`config.mk`:
```
export PLATFORM = sky130hd
export DESIGN_NAME = fetch_queue_flat
export DESIGN_NICKNAME = d
export VERILOG_FILES = /design/src/rtl/fetch_queue_if.sv /design/src/rtl/fetch_queue.sv /design/src/flat_wrapper.sv
export SDC_FILE = /design/constraint.sdc
export NUM_CORES = 1
export LEC_CHECK = 0
export CORE_ASPECT_RATIO = 0.5
export CORE_UTILIZATION = 30
export CTS_CLUSTER_SIZE = 40
export DETAILED_ROUTE_END_ITERATION = 8
export SYNTH_ARGS = -nofsm -noshare
export SYNTH_HDL_FRONTEND = slang
export SYNTH_SLANG_ARGS = --single-unit
```
`constraint.sdc`:
```
create_clock -name clk -period 2.9 [get_ports clk]
set_clock_uncertainty 0.2 [all_clocks]
set_input_delay 0.29 -clock clk [delete_from_list [all_inputs] [get_ports clk]]
set_output_delay 0.29 -clock clk [all_outputs]
set_load 0.01 [all_outputs]
```
`src/rtl/fetch_queue_if.sv`:
```
// Interface bundling the imem fetch port, the decode redirect and the fetch-side
// valid/ready handshake of fetch_queue.
interface fetch_queue_if #(
  parameter int XLEN  = 32,
  parameter int DEPTH = 4
);
  logic [XLEN-1:0]              imem_pc;
  logic [XLEN-1:0]              imem_instr;
  logic                         redirect_valid;
  logic [XLEN-1:0]              redirect_pc;
  logic                         out_valid;
  logic                         out_ready;
  logic [XLEN-1:0]              out_pc;
  logic [XLEN-1:0]              out_instr;
  logic [$clog2(DEPTH+1)-1:0]   occupancy;

  modport master (
    output imem_pc, out_valid, out_pc, out_instr, occupancy,
    input  imem_instr, redirect_valid, redirect_pc, out_ready
  );

  modport slave (
    input  imem_pc, out_valid, out_pc, out_instr, occupancy,
    output imem_instr, redirect_valid, redirect_pc, out_ready
  );
endinterface

```
`src/rtl/fetch_queue.sv`:
```
// Instruction prefetch queue: streams sequential PCs into imem and buffers {pc,instr} pairs.
// Optional FETCH_QUEUE_BYPASS_EN adds a combinational imem->out path when the queue is empty.
module fetch_queue #(
  parameter int              XLEN     = 32,
  parameter int              DEPTH    = 4,
  parameter logic [XLEN-1:0] RESET_PC = '0
) (
  input logic        clk,
  input logic        rst_n,
  fetch_queue_if.master bus
);
  localparam int PTR_W = $clog2(DEPTH);
  localparam int CNT_W = $clog2(DEPTH + 1);

  logic [XLEN-1:0]  fetch_pc;
  logic [PTR_W-1:0] rd_ptr, wr_ptr;
  logic [CNT_W-1:0] count;

  logic [XLEN-1:0]  pc_mem    [DEPTH];
  logic [XLEN-1:0]  instr_mem [DEPTH];

  logic             valid, pop, push, bypass, q_pop, wr_en;
  logic [XLEN-1:0]  head_pc, head_instr;

  always_comb begin
    // NOTE: every combinational output gets a default first so no path can infer a latch.
    valid      = 1'b0;
    head_pc    = '0;
    head_instr = '0;
    bypass     = 1'b0;
`ifdef FETCH_QUEUE_BYPASS_EN
    bypass     = !bus.redirect_valid && (count == '0);
`endif
    if (!bus.redirect_valid) begin
      if (count != '0) begin
        valid      = 1'b1;
        head_pc    = pc_mem[rd_ptr];
        head_instr = instr_mem[rd_ptr];
      end else if (bypass) begin
        valid      = 1'b1;
        head_pc    = fetch_pc;
        head_instr = bus.imem_instr;
      end
    end
    pop   = valid && bus.out_ready;
    push  = !bus.redirect_valid && ((count < CNT_W'(DEPTH)) || pop);
    // A bypassed word consumed this cycle never occupies a slot.
    q_pop = pop && !bypass;
    wr_en = push && !(bypass && pop);
  end

  assign bus.imem_pc   = fetch_pc;
  assign bus.out_valid = valid;
  assign bus.out_pc    = head_pc;
  assign bus.out_instr = head_instr;
  assign bus.occupancy = count;

  // NOTE: state registers use non-blocking assignments so every reader sees pre-edge values.
  always_ff @(posedge clk or negedge rst_n) begin
    if (!rst_n) begin
      fetch_pc <= RESET_PC;
      rd_ptr   <= '0;
      wr_ptr   <= '0;
      count    <= '0;
    end else if (bus.redirect_valid) begin
      fetch_pc <= {bus.redirect_pc[XLEN-1:2], 2'b00};
      rd_ptr   <= '0;
      wr_ptr   <= '0;
      count    <= '0;
    end else begin
      if (push)  fetch_pc <= fetch_pc + XLEN'(4);
      if (wr_en) wr_ptr   <= wr_ptr + PTR_W'(1);
      if (q_pop) rd_ptr   <= rd_ptr + PTR_W'(1);
      count <= count + CNT_W'(wr_en) - CNT_W'(q_pop);
    end
  end

  // NOTE: entry storage is deliberately not reset; count gates every read of it.
  always_ff @(posedge clk) begin
    if (wr_en) begin
      pc_mem[wr_ptr]    <= fetch_pc;
      instr_mem[wr_ptr] <= bus.imem_instr;
    end
  end
endmodule
```
`src/flat_wrapper.sv`:
```
// flat-port wrapper written by rule: the top's interface ports become plain ports
module fetch_queue_flat 
#(
  parameter int              XLEN     = 32,
  parameter int              DEPTH    = 4,
  parameter logic [XLEN-1:0] RESET_PC = '0
)
  (clk, rst_n, bus_imem_pc, bus_out_valid, bus_out_pc, bus_out_instr, bus_occupancy, bus_imem_instr, bus_redirect_valid, bus_redirect_pc, bus_out_ready);
  fetch_queue_if #(.XLEN(XLEN), .DEPTH(DEPTH)) bus_i ();
  input logic clk;
  input logic rst_n;
  output wire logic [$bits(bus_i.imem_pc)-1:0] bus_imem_pc;
  output wire logic [$bits(bus_i.out_valid)-1:0] bus_out_valid;
  output wire logic [$bits(bus_i.out_pc)-1:0] bus_out_pc;
  output wire logic [$bits(bus_i.out_instr)-1:0] bus_out_instr;
  output wire logic [$bits(bus_i.occupancy)-1:0] bus_occupancy;
  input wire logic [$bits(bus_i.imem_instr)-1:0] bus_imem_instr;
  input wire logic [$bits(bus_i.redirect_valid)-1:0] bus_redirect_valid;
  input wire logic [$bits(bus_i.redirect_pc)-1:0] bus_redirect_pc;
  input wire logic [$bits(bus_i.out_ready)-1:0] bus_out_ready;
  assign bus_imem_pc = bus_i.imem_pc;
  assign bus_out_valid = bus_i.out_valid;
  assign bus_out_pc = bus_i.out_pc;
  assign bus_out_instr = bus_i.out_instr;
  assign bus_occupancy = bus_i.occupancy;
  assign bus_i.imem_instr = bus_imem_instr;
  assign bus_i.redirect_valid = bus_redirect_valid;
  assign bus_i.redirect_pc = bus_redirect_pc;
  assign bus_i.out_ready = bus_out_ready;
  fetch_queue #(.XLEN(XLEN), .DEPTH(DEPTH), .RESET_PC(RESET_PC)) u_core (.clk(clk), .rst_n(rst_n), .bus(bus_i));
endmodule
```
==> key figures, run 1 <==
CTS
  • Clock tree buffer depth: 3
  • Total CTS buffers: 28
  • H-tree Lvls: 1
  • CTS root buf: clkbuf_16
  • Clock latency on the worst-skew pair: 0.54 ns
  • CTS tree: done
  • CTS sink cnt: ~290
  • Clock slew at reported path FFs: 0.06 ns

Synth
  • Register area share after synthesis: approximately 73%
  • Async set-or-reset flop fraction in the synthesized netlist: 13.0%
  • Synth Warn #: 0
  • Unique masters post-synth: 39
  • FF+latch count, synth: 285
  • Post-synth EDFFs: 248
  • Area of the mapped netlist: 0.0115 sq mm
  • Mapped Cells: 630
  • Syn Area/Cell: between 15 and 20 sq um
  • Post-synth top flop: edfxtp_1

Global routing
  • Overflow after GRT: 0
  • Initial antenna violation count: 2
  • Vias in the first global route: 6762
  • GRT Total Usage: between 10% and 20%
  • Global-route wire length before repair: 39800 um
  • Pin count of the biggest net entering global routing: between 60 and 70

Routing
  • Vias: 6230
  • ANT nets after route: 0
  • Initial DRC count: 284
  • DR vias/cell: 4.55
  • Pre-antenna DRT Iters: 6
  • Wire length per cell: between 15 and 20 um
  • DRC violations left: 0
  • WL final: between 20000 and 30000 um

Timing
  • PnR worst setup slack: 0.0637 ns
  • Pin slew with the least headroom to its limit: 0.908 ns
  • Slew HR: 39.5%
  • Part of the cycle the worst path needs: 97.8%
  • Slew Viols, Final: 0
  • Peak Freq: 353 MHz
  • Tmin final: 2.84 ns
  • RSZ-0062 raised after global routing: no
  • Final setup fails: 0
  • Final hold vios: 0
  • Setup TNS: 0 ns
  • Final hold slack: 0.0914 ns

Power
  • Worst VDD drop: a little under 0.4 mV
  • Pwr per Cell Area: 806 mW/mm^2
  • Lkg Pwr: roughly 5.1 nW
  • Power Total: 12.0 mW

Floorplanning
  • Initial Utilization: 30.7%
  • Die area: about 0.039 sq mm
  • Die span in y: 141 um
  • Die X: 279 um
  • Cell Rows: 50
  • Core area: 0.0377 sq mm
  • # IOs: 168

Min path
  • Min-delay src: bus_redirect_valid
  • Worst hold path class: primary input to register

Cells and area
  • Layout area overhead: 29.4%
  • Final net count: 902
  • Share of cells above drive strength 1: between 10% and 20%
  • Finished Cell Area: approximately 0.015 sq mm
  • Most frequent cells in the layout: 248 x edfxtp_1, 99 x clkdlybuf4s50_1, 63 x and2_1, 62 x mux4_2, 41 x dlygate4sd2_1
  • Leading cell type in the layout, fill and taps excluded: edfxtp_1

Placed design
  • Dpl hpwl: 16100 um
  • Port Buffer Count: 161
  • Gp weighted congestion: 0.808
  • Pre-CTS setup slack: between 0.2 and 0.25 ns
  • DP Area: 0.0140 sq mm

Status
  • Status: completed

Setup path
  • Reg2reg setup slack: 0.28 ns
  • Startpoint types: register
  • CP Max Fanout: 6
  • Worst setup path start: u_core.rd_ptr[0]$_DFFE_PN0P_
  • Worst EP required: 2.41 ns
  • CP Capture Type: output port
  • R2R Path Start: u_core.bus.occupancy[1]$_DFF_PN0_
  • Setup Crit Path Kind: register to output port
  • CP arrival: 2.35 ns

Job
  • Max-Cap Viols: 0
-- worst paths after layout --
| kind | depth (start not counted) | end |
|---|---|---|
| min in group asynchronous | 2 | u_core.bus.imem_pc[28]$_DFFE_PN0N_ |
| worst min-delay path | 4 | u_core.rd_ptr[0]$_DFFE_PN0P_ |
| worst max-delay path | 6 | bus_out_instr[1] |
| worst max register to register | 11 | u_core.bus.occupancy[2]$_DFF_PN0_ |
| max in group asynchronous | 2 | u_core.rd_ptr[0]$_DFFE_PN0P_ |
| worst min register to register | 2 | u_core.wr_ptr[0]$_DFFE_PN0N_ |
-- worst max-delay path, cell delays in order, from the launching register on --
cell           delay (ns)
dfrtp_4              0.51
buf_8                0.15
buf_16               0.13
buf_12               0.13
mux4_2               0.40
and2_1               0.18
dlygate4sd2_1        0.28
-- registers in the layout, summed over array words and instances (netlist names) --
signal                count
u_core.wr_ptr             2
u_core.bus.imem_pc       30
u_core.rd_ptr             2
u_core.instr_mem        128
u_core.pc_mem           120
u_core.bus.occupancy      3
-- cell type report --
class                   count  area, sq um
fillers                  3446        22700
flip-flops and latches    285         8380
multi-input cells         306         2990
repair buffers            197         2030
clock buffers              37          734
well taps                 520          651
clock inverters            14          109
inverters                   8         30.0
diodes                      2         5.00
-- stage by stage --
stage	util, %	instances
finish	39.7	1369
global route	39.7	1369
CTS	39.6	1367
detailed placement	37.0	1303
global placement	37.0	1303
floorplan	-	633
-- cell families after synthesis --
logic type | synth area share, %
buffers and inverters | 1.77
xor gates and xnor gates | 2.50
other | 0.0325
adders and majority gates | 0.932
DFF | 72.5
muxes | 12.6
AOI/OAI and AO/OA | 1.69
and+or+nand+nor | 8.00
-- cell usage after synthesis (2+ instances only) --
| cell | count | area, sq um |
|---|---|---|
| a211oi_4 | 2 | 40.0 |
| a21oi_1 | 3 | 15.0 |
| and2_1 | 67 | 419 |
| and2b_1 | 2 | 15.0 |
| and3_1 | 6 | 37.5 |
| buf_2 | 4 | 20.0 |
| buf_4 | 9 | 67.6 |
| clkbuf_1 | 19 | 71.3 |
| dfrtp_1 | 37 | 926 |
| edfxtp_1 | 248 | 7450 |
| ha_1 | 7 | 87.6 |
| inv_1 | 8 | 30.0 |
| mux2_2 | 3 | 33.8 |
| mux2i_1 | 2 | 20.0 |
| mux4_2 | 62 | 1400 |
| nand2_1 | 35 | 131 |
| nand3_1 | 8 | 40.0 |
| nand3_2 | 2 | 20.0 |
| nand4_1 | 17 | 106 |
| nor2_1 | 11 | 41.3 |
| nor3_1 | 3 | 15.0 |
| nor4_1 | 3 | 18.8 |
| o21ai_0 | 19 | 95.1 |
| o21ai_1 | 7 | 35.0 |
| xnor2_1 | 16 | 140 |
| xor2_1 | 17 | 149 |
-- power by group --
part / internal (mW) / switching [mW] / leakage [nW]
registers: 5.19 / 0.268 / 2.73
logic: 1.67 / 1.54 / 1.99
clock network: 1.87 / 1.49 / 0.415
total: 8.73 / 3.30 / 5.14
-- per-layer routing --
metal,share of wire [%],global-route usage (%)
met1,40,15.6
met2,55,25.0
met3,2.1,1.59
met4,2.2,3.51
met5,0,0
-- timing repair --
action,4_1_cts,5_1_grt
hold buffers,1,0
buffers inserted,11,0
endpoints found under the hold margin,37,0
cloned,1,0
endpoints found under the setup margin,63,22
gates resized for setup,72,21
(Power assumes the default switching activity.)
==> inputs of run 2 (changes only) <==
--- a/config.mk
+++ b/config.mk
@@ -9,6 +9,7 @@
 export CORE_UTILIZATION = 30
 export CTS_CLUSTER_SIZE = 40
 export DETAILED_ROUTE_END_ITERATION = 8
+export PLACE_DENSITY = 0.5
 export SYNTH_ARGS = -nofsm -noshare
 export SYNTH_HDL_FRONTEND = slang
 export SYNTH_SLANG_ARGS = --single-unit
==> constraint.sdc (replaced) <==
create_clock -name clk -period 2.9 [get_ports clk]
set_clock_uncertainty 0.2 [all_clocks]
set_input_delay 0.29 -clock clk [delete_from_list [all_inputs] [get_ports clk]]
set_output_delay 0.29 -clock clk [all_outputs]
set_load 0.02 [all_outputs]
==> run 2 against run 1 <==
Compared with the run above: first-iteration DRC count increased by 4.2%; final area decreased by 0.58%; power increased by 2.7%; register-to-register slack improved by 0.06 ns; count of clock-buffer cells in the layout increased by 3; hold slack got worse by 0.040 ns; worst setup slack improved by 0.052 ns; die area unchanged; highest routed layer unchanged.
==> key figures, run 2 (synthesis results as in run 1) <==
Setup path
  • CP Capture Type: output port
  • Setup Crit Path Kind: register to output port
  • Cell Chain, Critical Path: buf_12 > mux4_2 > and2_1 > dlygate4sd2_1
  • CP arrival: 2.29 ns
  • CP Max Fanout: 23
  • Startpoint types: register
  • Reg2reg end: u_core.bus.occupancy[2]$_DFF_PN0_
  • Worst EP required: 2.41 ns
  • Slowest stage delay, CP: approximately 0.53 ns
  • Reg2reg path depth: 11
  • Reg2reg setup slack: 0.34 ns
  • Critical path's slowest cell: mux4_2
  • R2R Path Start: u_core.bus.occupancy[1]$_DFF_PN0_

Routing
  • ANT nets after route: 0
  • Met3 WL: 789 um
  • Wire length per cell: 19.6 um
  • WL met1: 11400 um
  • WL final: 26700 um
  • Initial DRC count: 296
  • DR WL met2: 14100 um
  • DR vias/cell: around 4.5
  • DRC violations left: 0
  • Pre-antenna DRT Iters: 4
  • Vias: 6101
  • Highest routing layer actually used: met4

Power
  • Pwr per Cell Area: just over 800 mW/mm^2
  • Lkg Pwr: between 5 and 6 nW
  • Worst VDD drop: about 0.43 mV

Floorplanning
  • # IOs: 168
  • Core area: 0.0377 sq mm
  • Die area: about 0.039 sq mm
  • Die span in y: 141 um
  • Initial Utilization: 30.7%
  • Die X: 279 um
  • Cell Rows: 50

Min path
  • Min-delay src: bus_redirect_valid
  • Worst hold path class: primary input to register
  • Worst hold stages: 3
  • Hold EP: u_core.bus.occupancy[2]$_DFF_PN0_

CTS
  • Clock latency on the worst-skew pair: 0.55 ns
  • H-tree Lvls: 1
  • Clock tree buffer depth: 3
  • CTS sink cnt: between 200 and 300
  • CTS tree: done
  • Total CTS buffers: 29
  • Clock slew at reported path FFs: 0.06 ns
  • CTS root buf: clkbuf_16

Cells and area
  • Final net count: 897
  • Number of flip-flops in the largest register: 128
  • Finished Cell Area: ~0.015 sq mm
  • Leading cell type in the layout, fill and taps excluded: edfxtp_1
  • Most frequent cells in the layout: 248 x edfxtp_1, 97 x clkdlybuf4s50_1, 63 x and2_1, 62 x mux4_2, 62 x dlygate4sd2_1
  • Biggest register: u_core.instr_mem
  • Share of cells above drive strength 1: 17.8%
  • FILL cells: roughly 3600
  • Antenna Cells: 0
  • Layout area overhead: 28.6%
  • Post-Layout Cell Count: 1363

Timing
  • PnR worst setup slack: between 0.1 and 0.15 ns
  • Pin slew with the least headroom to its limit: between 0.9 and 1 ns
  • Setup TNS: 0 ns
  • Part of the cycle the worst path needs: 96.0%
  • RSZ-0062 raised after global routing: no
  • Final setup fails: 0
  • Final hold slack: 0.0517 ns
  • Slew Viols, Final: 0
  • Slew HR: 39.5%
  • Tmin final: 2.78 ns
  • Peak Freq: roughly 360 MHz
  • Final hold vios: 0

Placed design
  • DP Area: 0.0140 sq mm
  • Dpl hpwl: around 17000 um
  • Pre-CTS setup slack: 0.275 ns
  • Placed instance count: approximately 1300
  • Port Buffer Count: 161
  • Gp weighted congestion: approximately 0.77

Global routing
  • Overflow after GRT: 0
  • Pin count of the biggest net entering global routing: 43
  • GRT Total Usage: a little over an eighth
  • Global-route wire length before repair: 40900 um
  • Vias in the first global route: 6761
  • Initial antenna violation count: 0

Job
  • Max-Cap Viols: 0

Status
  • Status: completed
## run 2: changes by cell type in the layout (fill, tap and decap cells not counted), sizes merged
cell / before / now
bufinv: 1 / 2
clkinv: 13 / 9
clkdlybuf4s15: 19 / 0
dlygate4sd2: 41 / 62
diode: 2 / 0
clkdlybuf4s50: 99 / 97
inv: 8 / 10
clkbuf: 37 / 40
buf: 37 / 31
## run 2: through the flow
step | power, mW | utilization [%]
floorplan | 7.49 | -
global placement | 9.11 | 37.2
detailed placement | 9.14 | 37.2
CTS | 12.6 | 39.4
global route | 13.0 | 39.4
finish | 12.4 | 39.4
## run 2: area by class of cell
type | instances | area [sq um] | area share [%]
Clock buffer | 40 | 797 | 5.37
Clock inverter | 13 | 119 | 0.800
Inverter | 8 | 30.0 | 0.202
Multi-Input combinational cell | 306 | 3000 | 20.2
Sequential cell | 285 | 8380 | 56.4
Tap cell | 520 | 651 | 4.38
Timing Repair Buffer | 191 | 1880 | 12.6
## run 2: what timing repair did
item,CTS,global route
buffers inserted,0,0
hold buffers,1,0
endpoints found under the hold margin,37,0
gates resized for setup,62,0
setup endpoints to repair,62,0
## run 2: report_power, final
group	switching, mW	internal (mW)
Combinational	1.79	1.50
Sequential	0.264	5.19
Clock	1.52	2.09
## run 2: per-layer routing
metal  vias up  global-route usage, %
met4         0                   2.82
met1      3187                   16.8
met2        62                   25.3
met3        34                   2.42
met5         -                      0
li1       2818                      -
## run 2: worst max path at each step
stage	startpoint	end	slack [ns]
2_1_floorplan	u_core.bus.occupancy[2]$_DFF_PN0_	u_core.bus.occupancy[2]$_DFF_PN0_	0.13
3_3_place_gp	bus_out_ready	u_core.bus.occupancy[2]$_DFF_PN0_	0.29
3_5_place_dp	bus_out_ready	u_core.bus.occupancy[2]$_DFF_PN0_	0.27
6_report	u_core.rd_ptr[0]$_DFFE_PN0P_	bus_out_pc[26]	0.12
4_1_cts	u_core.rd_ptr[0]$_DFFE_PN0P_	bus_out_instr[9]	0.05
5_1_grt	u_core.rd_ptr[0]$_DFFE_PN0P_	bus_out_instr[16]	0.01
## run 2: critical path: cells and delay by family (launching register included)
family / cells / cell delay (ns)
AND/OR/NAND/NOR: 1 / 0.19
buffers and inverters: 2 / 0.55
flip-flops: 1 / 0.47
multiplexers: 1 / 0.53
